### config.mk
export PLATFORM = sky130hd
export DESIGN_NAME = uart_cmd_rx
export DESIGN_NICKNAME = d
export VERILOG_FILES = /design/src/rtl/uart_cmd_pkg.sv /design/src/rtl/uart_rx_byte.sv /design/src/rtl/uart_cmd_rx.sv
export SDC_FILE = /design/constraint.sdc
export NUM_CORES = 1
export LEC_CHECK = 0
export CORE_MARGIN = 3
export CORE_UTILIZATION = 56
export CTS_CLUSTER_SIZE = 20
export DETAILED_ROUTE_END_ITERATION = 10
export PLACE_DENSITY_LB_ADDON = 0.25
export SLEW_MARGIN = 5
export SYNTH_ARGS = -nofsm -noshare
export SYNTH_HDL_FRONTEND = slang
export SYNTH_SLANG_ARGS = --single-unit
### constraint.sdc
create_clock -name clk -period 2.95 [get_ports clk]
set_input_delay 0.295 -clock clk [delete_from_list [all_inputs] [get_ports clk]]
set_output_delay 0.295 -clock clk [all_outputs]
set_load 0.01 [all_outputs]
### src/rtl/uart_cmd_pkg.sv
// ---------------------------------------------------------------------------
// uart_cmd_pkg
// Shared definitions for the UART command receiver: the command byte codes
// understood by the decoder and the state encodings of the byte receiver and
// the command decoder FSM.
// ---------------------------------------------------------------------------
package uart_cmd_pkg;

    // Command codes recognised while the decoder is idle
    localparam logic [7:0] CMD_CORE_RUN  = 8'h10;
    localparam logic [7:0] CMD_CORE_HALT = 8'h11;
    localparam logic [7:0] CMD_WRITE     = 8'h30;

    // Command decoder states, one step per received byte
    typedef enum logic [2:0] {
        ST_IDLE  = 3'd0,
        ST_ADDR0 = 3'd1,
        ST_ADDR1 = 3'd2,
        ST_DATA0 = 3'd3,
        ST_DATA1 = 3'd4,
        ST_DATA2 = 3'd5,
        ST_DATA3 = 3'd6
    } cmd_state_t;

    // Bit-level receiver states
    typedef enum logic [1:0] {
        RX_IDLE  = 2'd0,
        RX_START = 2'd1,
        RX_DATA  = 2'd2,
        RX_STOP  = 2'd3
    } rx_state_t;

endpackage

### src/rtl/uart_rx_byte.sv
// ---------------------------------------------------------------------------
// uart_rx_byte
// 8N1 UART byte receiver with an input synchronizer, start-bit glitch
// rejection and stop-bit framing check.
//
// Ports:
//   clk          system clock, rising edge
//   arstn        asynchronous active-low reset
//   uart_rx      asynchronous serial input, idle high, LSB first
//   o_byte       last received byte (valid while o_byte_valid is high)
//   o_byte_valid one-cycle pulse at the stop-bit sample of a good byte
//   o_frame_err  one-cycle pulse when the stop bit is sampled low
// ---------------------------------------------------------------------------
module uart_rx_byte
    import uart_cmd_pkg::*;
#(
    parameter int CLKS_PER_BIT = 260
) (
    input  logic       clk,
    input  logic       arstn,
    input  logic       uart_rx,
    output logic [7:0] o_byte,
    output logic       o_byte_valid,
    output logic       o_frame_err
);

    localparam int CNT_W = (CLKS_PER_BIT > 1) ? $clog2(CLKS_PER_BIT) : 1;
    localparam logic [CNT_W-1:0] BIT_LAST  = CNT_W'(CLKS_PER_BIT - 1);
    localparam logic [CNT_W-1:0] HALF_LAST = CNT_W'(CLKS_PER_BIT / 2 - 1);

    logic             r_sync1;
    logic             r_sync2;
    logic             r_prev;
    rx_state_t        r_state;
    logic [CNT_W-1:0] r_cnt;
    logic [2:0]       r_bitIdx;
    logic [7:0]       r_shift;
    logic             w_startEdge;

    // Two-flop synchronizer plus one history flop for falling-edge detection.
    // All three reset to the idle-line level so reset never looks like a start.
    always_ff @(posedge clk or negedge arstn) begin
        if (!arstn) begin
            r_sync1 <= 1'b1;
            r_sync2 <= 1'b1;
            r_prev  <= 1'b1;
        end else begin
            r_sync1 <= uart_rx;
            r_sync2 <= r_sync1;
            r_prev  <= r_sync2;
        end
    end

    assign w_startEdge = r_prev & ~r_sync2;
    assign o_byte      = r_shift;

    // Receiver FSM. The start bit is re-checked at half a bit time so every
    // later sample lands mid-bit; the counter is always reloaded explicitly
    // at its terminal value and never wraps on its own.
    always_ff @(posedge clk or negedge arstn) begin
        if (!arstn) begin
            r_state      <= RX_IDLE;
            r_cnt        <= '0;
            r_bitIdx     <= 3'd0;
            r_shift      <= 8'h00;
            o_byte_valid <= 1'b0;
            o_frame_err  <= 1'b0;
        end else begin
            o_byte_valid <= 1'b0;
            o_frame_err  <= 1'b0;
            case (r_state)
                RX_IDLE: begin
                    r_cnt <= '0;
                    if (w_startEdge) begin
                        r_state <= RX_START;
                    end
                end
                RX_START: begin
                    if (r_cnt == HALF_LAST) begin
                        r_cnt    <= '0;
                        r_bitIdx <= 3'd0;
                        // A line that is high again was only a glitch
                        r_state  <= r_sync2 ? RX_IDLE : RX_DATA;
                    end else begin
                        r_cnt <= r_cnt + 1'b1;
                    end
                end
                RX_DATA: begin
                    if (r_cnt == BIT_LAST) begin
                        r_cnt   <= '0;
                        r_shift <= {r_sync2, r_shift[7:1]};
                        if (r_bitIdx == 3'd7) begin
                            r_state <= RX_STOP;
                        end else begin
                            r_bitIdx <= r_bitIdx + 3'd1;
                        end
                    end else begin
                        r_cnt <= r_cnt + 1'b1;
                    end
                end
                RX_STOP: begin
                    if (r_cnt == BIT_LAST) begin
                        r_cnt   <= '0;
                        r_state <= RX_IDLE;
                        if (r_sync2) begin
                            o_byte_valid <= 1'b1;
                        end else begin
                            o_frame_err <= 1'b1;
                        end
                    end else begin
                        r_cnt <= r_cnt + 1'b1;
                    end
                end
                default: r_state <= RX_IDLE;
            endcase
        end
    end

endmodule

### src/rtl/uart_cmd_rx.sv
// ---------------------------------------------------------------------------
// uart_cmd_rx
// UART command receiver: decodes a byte stream into CPU core reset control
// and program-memory writes.
//   0x10           release the core (core_rstn = 1)
//   0x11           hold the core in reset (core_rstn = 0)
//   0x30 A0 A1 D0 D1 D2 D3
//                  write little-endian word D3..D0 to address A1:A0
//
// Ports:
//   clk        system clock, rising edge
//   arstn      asynchronous active-low reset
//   uart_rx    asynchronous serial input (8N1, idle high)
//   core_rstn  active-low reset to the CPU core
//   mem_we     one-cycle program-memory write strobe
//   mem_addr   program-memory word address (held until the next write)
//   mem_wdata  program-memory write data (held until the next write)
//   frame_err  one-cycle pulse on a byte whose stop bit was low
// ---------------------------------------------------------------------------
module uart_cmd_rx
    import uart_cmd_pkg::*;
#(
    parameter int CLKS_PER_BIT = 260,
    parameter int TIMEOUT_BITS = 40
) (
    input  logic        clk,
    input  logic        arstn,
    input  logic        uart_rx,
    output logic        core_rstn,
    output logic        mem_we,
    output logic [15:0] mem_addr,
    output logic [31:0] mem_wdata,
    output logic        frame_err
);

    localparam int TO_LIMIT = TIMEOUT_BITS * CLKS_PER_BIT;
    localparam int TO_W     = (TO_LIMIT > 1) ? $clog2(TO_LIMIT) : 1;
    localparam logic [TO_W-1:0] TO_LAST = TO_W'(TO_LIMIT - 1);

    logic [7:0]  w_byte;
    logic        w_byteValid;
    logic        w_frameErr;
    cmd_state_t  r_state;
    logic [15:0] r_addr;
    logic [23:0] r_data;
    logic [TO_W-1:0] r_toCnt;

    uart_rx_byte #(
        .CLKS_PER_BIT (CLKS_PER_BIT)
    ) u_rx (
        .clk          (clk),
        .arstn        (arstn),
        .uart_rx      (uart_rx),
        .o_byte       (w_byte),
        .o_byte_valid (w_byteValid),
        .o_frame_err  (w_frameErr)
    );

    assign frame_err = w_frameErr;

    // Command decoder. Address and data are collected in shadow registers and
    // copied to the outputs only when the last data byte arrives, so aborted
    // commands never disturb mem_addr/mem_wdata.
    always_ff @(posedge clk or negedge arstn) begin
        if (!arstn) begin
            r_state   <= ST_IDLE;
            r_addr    <= 16'h0000;
            r_data    <= 24'h000000;
            r_toCnt   <= '0;
            core_rstn <= 1'b0;
            mem_we    <= 1'b0;
            mem_addr  <= 16'h0000;
            mem_wdata <= 32'h0000_0000;
        end else begin
            mem_we <= 1'b0;

            // Idle-time counter, only meaningful while a command is open
            if (r_state == ST_IDLE || w_byteValid) begin
                r_toCnt <= '0;
            end else begin
                r_toCnt <= r_toCnt + 1'b1;
            end

            if (w_frameErr) begin
                r_state <= ST_IDLE;
            end else if (r_state != ST_IDLE && r_toCnt == TO_LAST && !w_byteValid) begin
                r_state <= ST_IDLE;
            end else if (w_byteValid) begin
                case (r_state)
                    ST_IDLE: begin
                        if (w_byte == CMD_CORE_RUN) begin
                            core_rstn <= 1'b1;
                        end else if (w_byte == CMD_CORE_HALT) begin
                            core_rstn <= 1'b0;
                        end else if (w_byte == CMD_WRITE) begin
                            r_state <= ST_ADDR0;
                        end
                    end
                    ST_ADDR0: begin
                        r_addr[7:0] <= w_byte;
                        r_state     <= ST_ADDR1;
                    end
                    ST_ADDR1: begin
                        r_addr[15:8] <= w_byte;
                        r_state      <= ST_DATA0;
                    end
                    ST_DATA0: begin
                        r_data[7:0] <= w_byte;
                        r_state     <= ST_DATA1;
                    end
                    ST_DATA1: begin
                        r_data[15:8] <= w_byte;
                        r_state      <= ST_DATA2;
                    end
                    ST_DATA2: begin
                        r_data[23:16] <= w_byte;
                        r_state       <= ST_DATA3;
                    end
                    ST_DATA3: begin
                        mem_we    <= 1'b1;
                        mem_addr  <= r_addr;
                        mem_wdata <= {w_byte, r_data};
                        r_state   <= ST_IDLE;
                    end
                    default: r_state <= ST_IDLE;
                endcase
            end
        end
    end

endmodule

==> results of run 1 <==
==> state kept, by name, indices dropped and copies added (netlist names), named ones only <==
name	cells
mem_wdata	32
r_addr	16
mem_we	1
mem_addr	16
core_rstn	1
r_data	24
r_toCnt	14
u_rx.o_frame_err	1
u_rx.o_byte	8
r_state	3
u_rx.r_prev	1
u_rx.o_byte_valid	1
u_rx.r_sync1	1
u_rx.r_state	1
u_rx.r_sync2	1
u_rx.r_bitIdx	3
u_rx.r_cnt	9
==> kinds of logic (layout without fill, tap and decap cells) <==
| group | Yosys count | count (layout) |
|---|---|---|
| compound gates | 14 | 14 |
| simple gates | 91 | 91 |
| fa+ha+maj | 5 | 5 |
| mux | 102 | 102 |
| buf+inv | 21 | 95 |
| flops | 134 | 134 |
| xor+xnor | 19 | 19 |
==> synth_stat cells (3+ instances only) <==
library cell / count / area share
sky130_fd_sc_hd__dfrtp_1: 131 / 0.60
sky130_fd_sc_hd__mux2_2: 98 / 0.20
sky130_fd_sc_hd__nor2_1: 34 / 0.024
sky130_fd_sc_hd__xnor2_1: 11 / 0.018
sky130_fd_sc_hd__nand4_1: 9 / 0.010
sky130_fd_sc_hd__nand2_1: 8 / 0.0055
sky130_fd_sc_hd__xor2_1: 8 / 0.013
sky130_fd_sc_hd__inv_1: 7 / 0.0048
sky130_fd_sc_hd__nand3_1: 7 / 0.0065
sky130_fd_sc_hd__buf_2: 6 / 0.0055
sky130_fd_sc_hd__clkbuf_1: 6 / 0.0041
sky130_fd_sc_hd__nor3_1: 6 / 0.0055
sky130_fd_sc_hd__ha_1: 5 / 0.012
sky130_fd_sc_hd__and3_1: 4 / 0.0046
sky130_fd_sc_hd__mux2i_1: 4 / 0.0074
sky130_fd_sc_hd__dfstp_2: 3 / 0.015
sky130_fd_sc_hd__nor3_2: 3 / 0.0055
sky130_fd_sc_hd__nor4_1: 3 / 0.0035
sky130_fd_sc_hd__or4_1: 3 / 0.0041
==> worst register-to-register path, cell delays in order (launching register included) <==
cell	delay [ns]
sky130_fd_sc_hd__dfrtp_1	0.44
sky130_fd_sc_hd__or4_4	0.57
sky130_fd_sc_hd__or3_1	0.51
sky130_fd_sc_hd__nor2_8	0.20
sky130_fd_sc_hd__mux2_2	0.36
==> routing by layer <==
layer / GRT usage / vias up / share of wire
met5: 0 / - / 0
li1: - / 1499 / -
met4: 0.06838 / 0 / 0.0070
met1: 0.2591 / 1653 / 0.43
met2: 0.3386 / 68 / 0.53
met3: 0.05028 / 5 / 0.037
==> through the flow <==
stage	total power [mW]	util	cells
global route	4.432	0.7222	589
finish	4.283	0.7222	589
floorplan	2.064	-	386
detailed placement	2.134	0.6553	557
CTS	4.313	0.7222	589
global placement	2.119	0.6553	557
==> power groups by stage <==
stage / clock (mW) / sequential (mW) / combinational, mW
4_1_cts: 2.21 / 1.93 / 0.176
5_1_grt: 2.30 / 1.93 / 0.196
3_3_place_gp: 0 / 1.96 / 0.163
6_report: 2.18 / 1.93 / 0.171
2_1_floorplan: 0 / 1.94 / 0.129
3_5_place_dp: 0 / 1.96 / 0.173
==> cell type report <==
cell class	count	area share
clock buffers	17	0.06148
clock inverters	14	0.02972
inverters	7	0.003900
multi-input cells	231	0.2957
well taps	129	0.02396
repair buffers	57	0.08692
flip-flops and latches	134	0.4983
==> worst max path at each step <==
stage	slack [ns]	end
2_1_floorplan	0.90	u_rx.o_byte[0]$_DFFE_PN0P_
3_3_place_gp	0.83	u_rx.o_byte[1]$_DFFE_PN0P_
3_5_place_dp	0.77	u_rx.o_byte[3]$_DFFE_PN0P_
4_1_cts	0.75	u_rx.o_byte[1]$_DFFE_PN0P_
5_1_grt	0.68	u_rx.o_byte[1]$_DFFE_PN0P_
6_report	0.75	u_rx.o_byte[7]$_DFFE_PN0P_
==> impl_summary.md, run 1 <==
Logic synthesis
The async set-or-reset flop fraction in the synthesized netlist is 1.000. The share of the synthesized netlist area taken by xor and xnor gates is 0.03066. For this run, the leading register cell type out of synthesis is sky130_fd_sc_hd__dfrtp_1. The area fraction in compound gates after synthesis was 0.02098. The number of flops mapped to enable cells by yosys is 0. Summing every instance area after synthesis gives around 5400 sq um.

The synthesized design contains 134 register bits. The number of library cell types mapped by synthesis is 44. The post-synth net total is 394. Of the post-synthesis cell area, the part taken by muxes is 0.2107.

During synthesis, Yosys emitted a total of 0 warnings. Dividing the synthesized area by the synthesized cell count gives roughly 14 sq um. Of the total synthesized cell area, the portion taken by full adders, half adders and majority gates is 0.01153. After synthesis, the largest family of logic cells by area is multiplexers. Synthesis produced between 300 and 400 cells.

The share of synthesized area occupied by flip-flops and latches is 0.6185. The synthesized-area fraction occupied by and/or/nand/nor cells is 0.09175.

Floorplanning
The total area inside the core boundary comes to 9328 sq um. The die is roughly 100 microns tall. The die is 104.5 microns wide. The floorplan step defined a die boundary enclosing ~11000 sq um. The initialized floorplan defines 35 standard-cell rows. The number of top-level pins is 54. The effective utilization at floorplan is 0.5819.

Timing
Setup slack on the critical path of the routed design comes to approximately 0.75 ns. Setup repair after global routing left no endpoint under its margin. Static timing analysis puts the maximum clock frequency at 455.3 MHz.

The worst relative slew slack is 0.5228. The share of the cycle needed by the critical path after routing is 0.7446. At the pin with the least slew margin, the transition time is about 0.7 ns.

The final period demand of the worst path is about 2.2 ns. The final count of hold timing violations was 0. After routing, the total negative slack on setup checks comes to 0 ns. The worst-case clock skew is approximately 0.011 ns. The setup violation total in the final timing report is 0. The total count of max-transition violations in the final report is 0.

The worst hold slack is approximately 0.19 ns.

Route
Using the TritonRoute via totals, the vias-per-cell ratio works out to approximately 5.5. The routed wirelength normalized by instance count is approximately 17 microns. In this run the remaining antenna-violating nets after routing total 0. Detailed routing inserted a total of 3225 vias. The routed design has around 10000 microns of wire. The number of iterations in the first detailed-routing pass is 4.

The number of DRC violations after detailed-routing iteration 0 is roughly 130. The detailed-route DRC error count is 0.

Pwr
VDD sags by at most slightly below 0.0005 V. The share of total power dissipated in the clock network is 0.510. The switching share of power is 0.2235.

The share of total power dissipated in combinational logic is 0.040. Of the total power, registers draw 0.450. In this run the static leakage power is between 3 and 4 nW. The analysis attributes to net switching a power of approximately 960 uW. Power spread over the standard cell area amounts to around 640 nW/um^2. Cell internal power was estimated by the tool at about 3.3 mW.

Clock network
The number of buffers between clock root and the deepest sink is 2. TritonCTS built the clock tree. The clock insertion delay at the later pin of the skew report is between 0.5 and 0.6 ns. After clock tree synthesis, the repair step resized 0 gates. The clock tree synthesis step divided the H-tree into 4 levels.

The count of hold-fix buffers inserted at cts is 1. The clock tree root driver cell is sky130_fd_sc_hd__clkbuf_8. The clock transition at the register clock pins on the worst setup and hold paths after CTS is 0.06 ns.

The number of buffers created by CTS is 17. The number of setup buffers added after CTS is 0. The number of clock sinks is between 100 and 150.

Placed design
The final estimated routing congestion in global placement is 0.7853. Once detailed placement completed, the half-perimeter wirelength came to between 6000 and 7000 microns. The count of buffers added on input and output ports is 53. The total placed instance area is 6112 sq um.

Timing analysis after detailed placement gives a worst setup slack of about 0.77 ns.

Cells and area
The final layout net count is 456. Leaving out fill and tap cells, the most frequent cells in the layout are sky130_fd_sc_hd__dfrtp_1 (131), sky130_fd_sc_hd__mux2_2 (98), sky130_fd_sc_hd__clkdlybuf4s50_1 (52). The number of inserted diodes is 0. The filler cells instantiated in the layout total between 600 and 700. Leaving out fill and tap cells, the most frequent cell in the layout is sky130_fd_sc_hd__dfrtp_1.

In the final layout, the multi-input gates occupy ~2000 sq um. The area growth from synthesis to final layout is 24.11%. The fraction of final layout cells sized beyond drive strength 1 is 0.3152. Summing all non-filler instances in the final layout gives an area of 6736 sq um. The total area of sequential cells is 3357 sq um.

Min path
The worst hold path begins at uart_rx. The hold-critical path endpoint is u_rx.r_sync1$_DFF_PN1_. The worst hold path belongs to the class input port to register. Along the worst hold path, the cell count comes to 1.

Setup path
Tracing the worst setup path back leads to its startpoint at u_rx.r_cnt[3]$_DFF_PN0_. The kind of critical path is register to register. The worst reg-to-reg path cell count is 4. The worst setup path is launched from a register. The critical path goes through or4_4 > or3_1 > nor2_8 > mux2_2. The setup slack on the worst flop-to-flop path is 0.75 ns. The family with the most delay on the worst path is simple AND/OR/NAND/NOR gates. The number of buffers and inverters on the critical path is 0. For the worst setup path, the data arrival time is between 2 and 3 ns. The number of gates on the worst path with buffers counted is 4.

The maximum fanout along the worst path is 8. The cell with the largest stage delay on the worst path is sky130_fd_sc_hd__or4_4. For this run, the slowest stage of the critical path takes approximately 0.57 ns. The worst register-to-register path ends at u_rx.o_byte[7]$_DFFE_PN0P_.

The type of element capturing the critical path is a register. In this run the critical register-to-register path is launched from u_rx.r_cnt[3]$_DFF_PN0_. The endpoint required time on the critical path is about 3.3 ns.

Run status
The run finished with clean final reports.

Global routing
Entering global routing, the biggest net connects between 60 and 70 pins. The number of antenna violations at the first check in global routing is 0. The number of global-route vias before repair is between 3000 and 4000. For this run the aggregate overflow at the end of global routing stands at 0. The overall fraction of global-route tracks in use is 0.2025. The first global-routing pass estimated 17420 microns of wire.

Run
The tool flagged a number of max-cap violations equal to 0.
Power figures use the tool's default switching activity.
==> run 2: changes to the inputs <==
==> constraint.sdc (replaced) <==
create_clock -name clk -period 2.2 [get_ports clk]
set_input_delay 0.22 -clock clk [delete_from_list [all_inputs] [get_ports clk]]
set_output_delay 0.22 -clock clk [all_outputs]
set_load 0.01 [all_outputs]
==> impl_summary.md, run 2 (same netlist as run 1, synthesis figures left out) <==
Timing
The worst relative slew slack was 0.5936 (+0.07079). The maximum frequency from static timing analysis is 485.1 MHz (+6.6%). The share of the cycle needed by the critical path after routing is 0.9371 (+0.1925).

The worst hold slack was 0.1124 ns (-0.07803 ns). The worst setup margin is 0.1385 ns (-0.6150 ns). The final count of hold timing violations was 0 (unchanged). The final period demand of the worst path is 2.062 ns (-0.1350 ns). The slew of the pin with the lowest slew margin is 0.6096 ns (-0.1023 ns). The worst-case clock skew came to 0.01210 ns (+0.0009853 ns). The total count of max-transition violations in the final report is 0 (unchanged). The setup violation total in the final timing report was 0 (unchanged). The total negative slack for setup checks came to 0 ns (unchanged). Setup repair after global routing left no endpoint under its margin.

Setup path
The cell with the largest stage delay on the worst path is sky130_fd_sc_hd__or4_4. Broken down by cell family, the worst path's largest delay share belongs to simple AND/OR/NAND/NOR gates. The count of buffer and inverter cells on the critical path came to 0 (unchanged).

The maximum fanout along the worst path is 8 (unchanged). The launching element of the worst setup path is u_rx.r_cnt[4]$_DFF_PN0_. The data arrival time of the worst path is 2.45 ns (-0.14 ns).

By startpoint and endpoint, the worst setup path is classified as register to register. The worst register-to-register path begins at u_rx.r_cnt[4]$_DFF_PN0_. The endpoint required time on the critical path is 2.59 ns (-0.75 ns). Traced cell by cell, the critical path runs through or4_4 > or3_4 > nor2_8 > mux2_2. The delay contributed by the slowest stage of the critical path is 0.55 ns (-0.02 ns). The type of element capturing the critical path is a register. The worst setup path is launched from a register.

Clock network
The clock transition at the register clock pins on the worst setup and hold paths after CTS is 0.06 ns (about the same). The clock insertion delay at the later pin of the skew report is 0.52 ns (about the same). The number of buffers between clock root and the deepest sink is 2 (unchanged). TritonCTS built the clock tree. The number of buffers created by CTS was 17 (unchanged). The number of clock sinks is 134 (unchanged). The number of setup buffers added after CTS is 0 (unchanged). The deepest level of the CTS H-tree is 4 (unchanged). The clock tree root driver cell is sky130_fd_sc_hd__clkbuf_8.

Min path
The worst hold path begins at uart_rx. The class of the worst hold path is input port to register.

Route
The detailed-route DRC error count was 0 (unchanged). The via count is 3333 (+3.3%). The number of iterations in the first detailed-routing pass came to 4 (unchanged). The post-route antenna net violation count came to 0 (unchanged). The wire length reported by the detailed router came to 10320 microns (+0.39%).

The number of DRC violations after detailed-routing iteration 0 came to 158 (+26%). The vias per cell is 5.583 (+2.0%). The routed wirelength normalized by instance count is 17.29 microns (-0.96%).

Floorplanning
The width of the die was 104.5 microns (unchanged). The effective utilization at floorplan is 0.5819 (unchanged). The row count is 35 (unchanged). The overall die height was 104.5 microns (unchanged). The number of top-level pins is 54 (unchanged).

The die footprint is 10910 sq um (unchanged). The placeable core region is 9328 sq um (unchanged).

Global routing
The sum of overflow across all layers after global routing is 0 (unchanged). The maximum number of pins on one net before global-route repair was 52 (-22%). The overall fraction of global-route tracks in use was 0.2094 (+0.006887). The number of global-route vias before repair was 3676 (+8.5%). The first-pass GRT wire length came to 18190 microns (+4.4%). The number of antenna violations at the first check in global routing is 0 (unchanged).

Pwr
The leakage power summed over all cells is 3.242 nW (+1.5%). The areal power density over the cells is 840.8 nW/um^2 (+32%). The maximum ir drop on the vdd rail is 0.0005225 V (+5.5%).

Cells and area
The final cell count without fillers is 597 (+1.4%). From synthesis to final layout, the design area changed by 25.50%. The number of inserted diodes is 0 (unchanged).

The most common library cell in the layout ignoring fill and taps is sky130_fd_sc_hd__dfrtp_1. The register with the most flip-flops is mem_wdata. The number of flip-flops under the largest register name is 32 (unchanged). The filler cell count in the final layout is 598 (-4.2%).

The fraction of final layout cells sized beyond drive strength 1 is 0.3269 (+0.01171). The post-layout utilization of the core is 0.7302 (+0.008048). The area of the multi-input gates was 1997 sq um (+0.25%). The top cell types in the final layout, fill and taps aside, are sky130_fd_sc_hd__dfrtp_1 (131), sky130_fd_sc_hd__mux2_2 (98), sky130_fd_sc_hd__clkdlybuf4s50_1 (52). In the final layout, the registers with the most flip-flops are mem_wdata (32), r_data (24). The final layout net count came to 463 (+1.5%).

The total area of sequential cells is 3357 sq um (unchanged).

Placed design
The placement-stage worst setup slack came to 0.05652 ns (-0.7155 ns). The detailed-placement wirelength estimate is 6539 microns (+4.4%). The count of buffers from port buffering is 53 (unchanged). The final estimated routing congestion in global placement came to 0.8171 (+4.0%). The count of placed standard cells including taps is 564 (+1.3%).

Run status
The flow ran to the end, and the final reports show no timing, DRC or antenna violations.

Run
The max-cap violation count is 0 (unchanged).
run 2: cell count changes in the layout (fill, tap and decap cells not counted):
cell	previous run	this run
sky130_fd_sc_hd__buf_12	2	4
sky130_fd_sc_hd__buf_4	2	7
sky130_fd_sc_hd__bufinv_16	4	3
sky130_fd_sc_hd__clkbuf_1	0	1
sky130_fd_sc_hd__clkinv_2	1	0
sky130_fd_sc_hd__clkinv_4	3	1
sky130_fd_sc_hd__clkinvlp_4	3	2
sky130_fd_sc_hd__inv_6	3	6
sky130_fd_sc_hd__inv_8	0	2
sky130_fd_sc_hd__or3_1	1	0
sky130_fd_sc_hd__or3_4	0	1
run 2: power breakdown:
group | internal (mW) | total (mW) | switching, mW
clock network | 1.76 | 2.89 | 1.12
registers | 2.52 | 2.58 | 0.0639
logic | 0.111 | 0.260 | 0.149
total | 4.39 | 5.73 | 1.34
run 2: worst paths after layout:
path                                         endpoint  slack [ns]  cells past startpoint
setup / recovery           u_rx.o_byte[6]$_DFFE_PN0P_        0.14                      4
hold / removal                 u_rx.r_sync1$_DFF_PN1_        0.11                      1
setup reg to reg           u_rx.o_byte[6]$_DFFE_PN0P_        0.14                      4
hold reg to reg                u_rx.r_sync2$_DFF_PN1_        0.37                      0
max in group asynchronous      u_rx.r_sync1$_DFF_PN1_        1.18                      3
min in group asynchronous       r_toCnt[10]$_DFF_PN0_        0.27                      2
run 2: repair_timing:
item,4_1_cts,5_1_grt
gates resized for setup,0,1
setup endpoints to repair,0,8
hold buffers,1,0
hold endpoints to repair,43,0
run 2: layout make-up:
| class | instances | share of cell area |
|---|---|---|
| repair buffers | 64 | 0.09735 |
| multi-input cells | 231 | 0.2932 |
| inverters | 7 | 0.003857 |
| well taps | 129 | 0.02370 |
| clock buffers | 18 | 0.06135 |
| flip-flops and latches | 134 | 0.4928 |
| clock inverters | 14 | 0.02774 |
run 2: metrics by stage:
| stage | cell area [sq um] | total power [mW] |
|---|---|---|
| 6_report | 6812 | 5.727 |
| 5_1_grt | 6812 | 5.933 |
| 4_1_cts | 6807 | 5.784 |
| 3_5_place_dp | 6190 | 2.877 |
| 3_3_place_gp | 6190 | 2.857 |
| 2_1_floorplan | 5428 | 2.767 |
run 2: worst reg2reg max path, delay by kind of cell, from the launching register on:
family	cells	cell delay (ns)
multiplexers	1	0.35
flip-flops	1	0.43
AND/OR/NAND/NOR	3	1.16
run 2: layer usage:
| layer | track usage | wire length, microns | part of all wire |
|---|---|---|---|
| met5 | 0 | 0 | 0 |
| met4 | 0.06838 | 163 | 0.016 |
| met3 | 0.05649 | 519 | 0.050 |
| met2 | 0.3510 | 5246 | 0.51 |
| met1 | 0.2651 | 4391 | 0.43 |
